--- config.mk ---
export PLATFORM = sky130hd
export DESIGN_NAME = mem_port_arbiter
export DESIGN_NICKNAME = d
export VERILOG_FILES = /design/src/rtl/mem_port_arbiter.sv
export SDC_FILE = /design/constraint.sdc
export NUM_CORES = 1
export LEC_CHECK = 0
export BUFFER_PORTS_ARGS = -buffer_cell sky130_fd_sc_hd__buf_2
export CORE_UTILIZATION = 43
export CTS_CLUSTER_SIZE = 12
export DETAILED_ROUTE_END_ITERATION = 10
export PLACE_DENSITY = 0.73
export SYNTH_ARGS = -nofsm -noshare
export SYNTH_HDL_FRONTEND = slang
export SYNTH_SLANG_ARGS = --single-unit
--- constraint.sdc ---
create_clock -name clk -period 1.6 [get_ports clk]
set_input_delay 0.08 -clock clk [delete_from_list [all_inputs] [get_ports clk]]
set_output_delay 0.08 -clock clk [all_outputs]
set_load 0.05 [all_outputs]
--- src/rtl/mem_port_arbiter.sv ---
// mem_port_arbiter: shares one single-ported memory between instruction fetch
// (IF) and load/store (MEM). Data requests win, except that a pending fetch is
// granted after MAX_D_STREAK consecutive data grants so that fetch cannot starve.
// Every access runs through IDLE -> BUSY_x -> DONE_x and takes at least three cycles.
// Optional build macro ARB_PERF_EN adds saturating stall-cycle counters.
module mem_port_arbiter #(
    parameter int AW           = 32,
    parameter int DW           = 32,
    parameter int MAX_D_STREAK = 4
) (
    input  logic            clk,
    input  logic            rst,
    input  logic            if_req,
    input  logic [AW-1:0]   if_addr,
    output logic            if_valid,
    output logic [DW-1:0]   if_rdata,
    output logic            if_stall,
    input  logic            d_req,
    input  logic            d_we,
    input  logic [AW-1:0]   d_addr,
    input  logic [DW-1:0]   d_wdata,
    input  logic [DW/8-1:0] d_be,
    output logic            d_valid,
    output logic [DW-1:0]   d_rdata,
    output logic            d_stall,
    output logic            m_req,
    output logic            m_we,
    output logic [AW-1:0]   m_addr,
    output logic [DW-1:0]   m_wdata,
    output logic [DW/8-1:0] m_be,
    input  logic            m_ready,
    input  logic [DW-1:0]   m_rdata
`ifdef ARB_PERF_EN
    ,
    output logic [31:0]     perf_if_stall_cnt,
    output logic [31:0]     perf_d_stall_cnt
`endif
);

    localparam int BW = DW / 8;

    typedef enum logic [2:0] {IDLE, BUSY_I, BUSY_D, DONE_I, DONE_D} state_t;

    state_t          state_q, state_d;
    logic            grant_d, grant_i;
    logic            mem_done;
    logic            m_req_q, m_req_d;
    logic            m_we_q, m_we_d;
    logic [AW-1:0]   m_addr_q, m_addr_d;
    logic [DW-1:0]   m_wdata_q, m_wdata_d;
    logic [BW-1:0]   m_be_q, m_be_d;
    logic [DW-1:0]   if_rdata_q, if_rdata_d;
    logic [DW-1:0]   d_rdata_q, d_rdata_d;
    logic [3:0]      streak_q, streak_d;

    // A handshake only counts while a request is actually on the bus.
    assign mem_done = m_ready & m_req_q;

    // Arbitration: data first unless the streak limit is reached with a fetch waiting.
    always_comb begin
        grant_d = 1'b0;
        grant_i = 1'b0;
        if (state_q == IDLE) begin
            if (d_req && (!if_req || (streak_q < 4'(MAX_D_STREAK)))) begin
                grant_d = 1'b1;
            end else if (if_req) begin
                grant_i = 1'b1;
            end
        end
    end

    // FSM state register.
    always_ff @(posedge clk) begin
        if (rst) begin
            state_q <= IDLE;
        end else begin
            state_q <= state_d;
        end
    end

    // FSM next-state logic.
    always_comb begin
        state_d = state_q;
        case (state_q)
            IDLE: begin
                if (grant_d) begin
                    state_d = BUSY_D;
                end else if (grant_i) begin
                    state_d = BUSY_I;
                end
            end
            BUSY_I:  if (mem_done) state_d = DONE_I;
            BUSY_D:  if (mem_done) state_d = DONE_D;
            DONE_I:  state_d = IDLE;
            DONE_D:  state_d = IDLE;
            default: state_d = IDLE;
        endcase
    end

    // FSM outputs: valid pulses come straight from the DONE states.
    always_comb begin
        if_valid = (state_q == DONE_I);
        d_valid  = (state_q == DONE_D);
        if_stall = if_req & ~if_valid;
        d_stall  = d_req & ~d_valid;
    end

    // Next values for the memory-side request, captured read data and streak count.
    always_comb begin
        m_req_d    = m_req_q;
        m_we_d     = m_we_q;
        m_addr_d   = m_addr_q;
        m_wdata_d  = m_wdata_q;
        m_be_d     = m_be_q;
        if_rdata_d = if_rdata_q;
        d_rdata_d  = d_rdata_q;
        streak_d   = streak_q;
        if (grant_d) begin
            m_req_d   = 1'b1;
            m_we_d    = d_we;
            m_addr_d  = d_addr;
            m_wdata_d = d_wdata;
            m_be_d    = d_be;
        end else if (grant_i) begin
            m_req_d  = 1'b1;
            m_we_d   = 1'b0;
            m_addr_d = if_addr;
            m_be_d   = '1;
        end
        if ((state_q == BUSY_I) && mem_done) begin
            if_rdata_d = m_rdata;
            m_req_d    = 1'b0;
        end
        if ((state_q == BUSY_D) && mem_done) begin
            d_rdata_d = m_rdata;
            m_req_d   = 1'b0;
        end
        if (grant_d && if_req) begin
            streak_d = streak_q + 4'd1;
        end else if (grant_i || ((state_q == IDLE) && !if_req)) begin
            streak_d = 4'd0;
        end
    end

    // Datapath registers; reset drops any in-flight access.
    always_ff @(posedge clk) begin
        if (rst) begin
            m_req_q    <= 1'b0;
            m_we_q     <= 1'b0;
            m_addr_q   <= '0;
            m_wdata_q  <= '0;
            m_be_q     <= '0;
            if_rdata_q <= '0;
            d_rdata_q  <= '0;
            streak_q   <= 4'd0;
        end else begin
            m_req_q    <= m_req_d;
            m_we_q     <= m_we_d;
            m_addr_q   <= m_addr_d;
            m_wdata_q  <= m_wdata_d;
            m_be_q     <= m_be_d;
            if_rdata_q <= if_rdata_d;
            d_rdata_q  <= d_rdata_d;
            streak_q   <= streak_d;
        end
    end

    assign m_req    = m_req_q;
    assign m_we     = m_we_q;
    assign m_addr   = m_addr_q;
    assign m_wdata  = m_wdata_q;
    assign m_be     = m_be_q;
    assign if_rdata = if_rdata_q;
    assign d_rdata  = d_rdata_q;

`ifdef ARB_PERF_EN
    logic [31:0] perf_if_q, perf_if_d;
    logic [31:0] perf_d_q, perf_d_d;

    // Saturating counts of stalled cycles per requester.
    always_comb begin
        perf_if_d = perf_if_q;
        perf_d_d  = perf_d_q;
        if (if_stall && (perf_if_q != 32'hFFFF_FFFF)) begin
            perf_if_d = perf_if_q + 32'd1;
        end
        if (d_stall && (perf_d_q != 32'hFFFF_FFFF)) begin
            perf_d_d = perf_d_q + 32'd1;
        end
    end

    // Stall counter registers.
    always_ff @(posedge clk) begin
        if (rst) begin
            perf_if_q <= 32'd0;
            perf_d_q  <= 32'd0;
        end else begin
            perf_if_q <= perf_if_d;
            perf_d_q  <= perf_d_d;
        end
    end

    assign perf_if_stall_cnt = perf_if_q;
    assign perf_d_stall_cnt  = perf_d_q;
`endif

endmodule
==> out/qor.csv <==
metric,value,unit
status,finished clean,
layout cell share with drive strength beyond 1,36.3,%
Peak VDD IR,0.000892,V
H-Tree Depth,4,
Leakage,0.00417,uW
area of the core,0.0139,mm^2
Max Clk Rate,0.651,GHz
Worst setup SP type,flip-flop,
"Avg Cell Area, Syn",8.90,um^2
CTS Buf Count,17,
Worst path slowest cell,or3_4,
clk_skew,0.0114,ns
I/O Buffers,275,
first-pass GRT wire length,35400,um
Worst slew margin,75.1,%
drt drc,0,
CTS tree,yes,
final worst path period need,1.54,ns
via count,7201,
Clock transition at path regs,0.06,ns
synthesized cell area,0.00615,mm^2
max incr delay on CP,0.41,ns
antenna cells,0,
Final Hold Fails,0,
WHS,0.0125,ns
PwrDens,1080,mW/mm^2
Synth-to-Final Area Change,58.3,%
Initial Utilization,44.1,%
Worst Path Max Fanout,40,
Synthesized Nets,830,
initial antenna violation count,0,
io pins,276,
dominant cell type by area after synthesis,dfxtp_1,
row count,43,
DR vias/cell,5.71,
"antenna viol nets, final",0,
Routed wire per std cell,18.5,um
Synth Register Bits,141,
Final Util,69.8,%
Compound-Gate Fraction of Synth Area,31.3,%
Sequential Power Share,37.0,%
largest net degree at the start of global routing,49,
switching share of power,34.5,%
clock sink count,141,
Tcrit/Tclk final,95.9,%
"commonest non-fill, non-tap cells in the layout","buf_2 (270), dfxtp_1 (138), dlygate4sd3_1 (133)",
Comb pwr share,25.6,%
vias in the first global route,7043,
GR Overflow Total,0,
clock share of power,37.3,%
Post-DP HPWL,13100,um
Crit path max-delay family,compound AO/OA/AOI/OAI gates,
DIE WIDTH,122,um
Gate Count Post-Synth,691,
die height,122,um
die area,0.0148,mm^2
CP Cell Sequence,or3_4 -> buf_12 -> a211oi_2 -> o221a_1,
routability cong.,0.791,
distinct cell type count after synthesis,37,
class of the worst hold path,in2reg,
drt first pass iters,5,
"most common cell after layout, fill and taps aside",buf_2,
Synth top area share,45.9,%
# fillers,1007,
largest family of logic cells by synthesized area,compound AO/OA/AOI/OAI gates,
switching pwr,3630,uW
Cell Int Power,6870,uW
net count reported at finish,1207,
Critical Path Sink Type,flip-flop,
slew at the pin closest to its max-slew limit,0.374,ns
number of synthesis warnings,0,
GRT Total Usage,30.6,%
CP bufs+invs,1,
final WL,23300,um
final setup vio count,0,
largest cells by area after synthesis,"dfxtp_1 (46%), a21oi_1 (8.2%), a211oi_2 (6.5%)",
xor and xnor area share after synthesis,0,%
Adder-Cell Fraction of Synth Area,0.203,%
Worst Path Required,1.96,ns
WS Path Type,reg2reg,
Iter 0 DRT Violations,632,
post-synthesis sequential area ratio,45.9,%
Synth Area in Simple Gates,14.2,%
Crit path arrival time,1.89,ns
final max-slew violation count,0,
clk_lat worst skew,0.43,ns
post-synthesis mux area share,0,%
Max-Cap Viols,0,
Max Buffers Root-to-Sink,2,
CTS root buffer,clkbuf_16,
metal layers:
metal / up-vias / routed length (um) / share of wire [%] / global-route usage (%)
met5: - / 0 / 0 / 0
met4: 0 / 634 / 2.7 / 13.3
met3: 53 / 2010 / 8.6 / 9.83
met2: 386 / 11600 / 50 / 52.6
met1: 3417 / 9070 / 39 / 34.6
li1: 3345 / - / - / -
logic make-up after synthesis:
kind of cell	count (synthesis)
DFF	141
buffers and inverters	118
AOI/OAI and AO/OA	273
adders and majority gates	1
and+or+nand+nor	158
worst min-delay path, delay by kind of cell:
family	cells	cell delay [ns]
AO/OA/AOI/OAI	1	0.05
buffers and inverters	1	0.16
AND/OR/NAND/NOR	1	0.09
cell usage after synthesis (all sizes together):
| cell | n |
|---|---|
| dfxtp | 141 |
| nand2 | 4 |
| o21ai | 67 |
| nand4b | 2 |
| or2 | 1 |
| nor2b | 1 |
| nand4 | 35 |
| a211oi | 33 |
| o221a | 36 |
| clkbuf | 52 |
| nor2 | 5 |
| nand3 | 66 |
| ha | 1 |
| and3 | 3 |
| or3 | 1 |
| inv | 33 |
| o31ai | 32 |
| nor3 | 35 |
| nand3b | 1 |
| a22oi | 1 |
| buf | 31 |
| and2 | 1 |
| o21a | 2 |
| o211a | 1 |
| and4b | 1 |
| nor3b | 2 |
| a21oi | 101 |
| clkinv | 2 |
sequential cells by signal, summed over array words and instances (netlist names):
| signal | flops |
|---|---|
| state_q | 3 |
| m_addr | 32 |
| m_we | 1 |
| m_req | 1 |
| m_wdata | 32 |
| m_be | 4 |
| streak_q | 4 |
| if_rdata | 32 |
| d_rdata | 32 |
final timing paths:
path,slack [ns],to,cells past startpoint,startpoint
min,0.01,streak_q[2]$_SDFFE_PP0P_,3,if_req
max,0.06,m_addr[18]$_SDFFE_PP0P_,4,state_q[2]$_SDFFE_PP0P_
max reg2reg,0.06,m_addr[18]$_SDFFE_PP0P_,4,state_q[2]$_SDFFE_PP0P_
min reg2reg,0.45,streak_q[1]$_SDFFE_PP0P_,2,streak_q[1]$_SDFFE_PP0P_
power groups by stage:
stage / sequential, uW / combinational, uW / clock (uW)
after global routing: 3910 / 2830 / 4150
after floorplan: 4680 / 947 / 0
after global placement: 3950 / 2320 / 0
after CTS: 3880 / 2620 / 3970
after detailed placement: 3960 / 2340 / 0
final: 3890 / 2690 / 3920
through the flow:
stage | TNS (ns) | power, uW | cells | cell area [um^2] | worst slack [ns]
2_1_floorplan | -0.0725 | 5630 | 691 | 6160 | -0.0725
6_report | 0 | 10500 | 1261 | 9730 | 0.0650
3_3_place_gp | 0 | 6270 | 1094 | 7770 | 0.104
3_5_place_dp | 0 | 6300 | 1094 | 7770 | 0.0340
5_1_grt | -0.00245 | 10900 | 1261 | 9730 | -0.00245
4_1_cts | 0 | 10500 | 1260 | 9710 | 0.0113
repair_timing:
item / 4_1_cts / 5_1_grt
buffers inserted: 1 / 1
resized for setup: 9 / 6
pin swaps: 1 / 1
hold buffers: 133 / 0
endpoints found under the hold margin: 133 / 0
setup endpoints to repair: 4 / 57
final cells by class:
| type | instances | area (um^2) | share of cell area, % |
|---|---|---|---|
| repair buffers | 441 | 3110 | 32.0 |
| multi-input cells | 432 | 2850 | 29.3 |
| well taps | 180 | 225 | 2.31 |
| inverters | 35 | 134 | 1.38 |
| clock buffers | 17 | 425 | 4.37 |
| flip-flops and latches | 141 | 2830 | 29.1 |
| clock inverters | 15 | 153 | 1.57 |
Note: power is estimated with default switching activity, not from simulation.
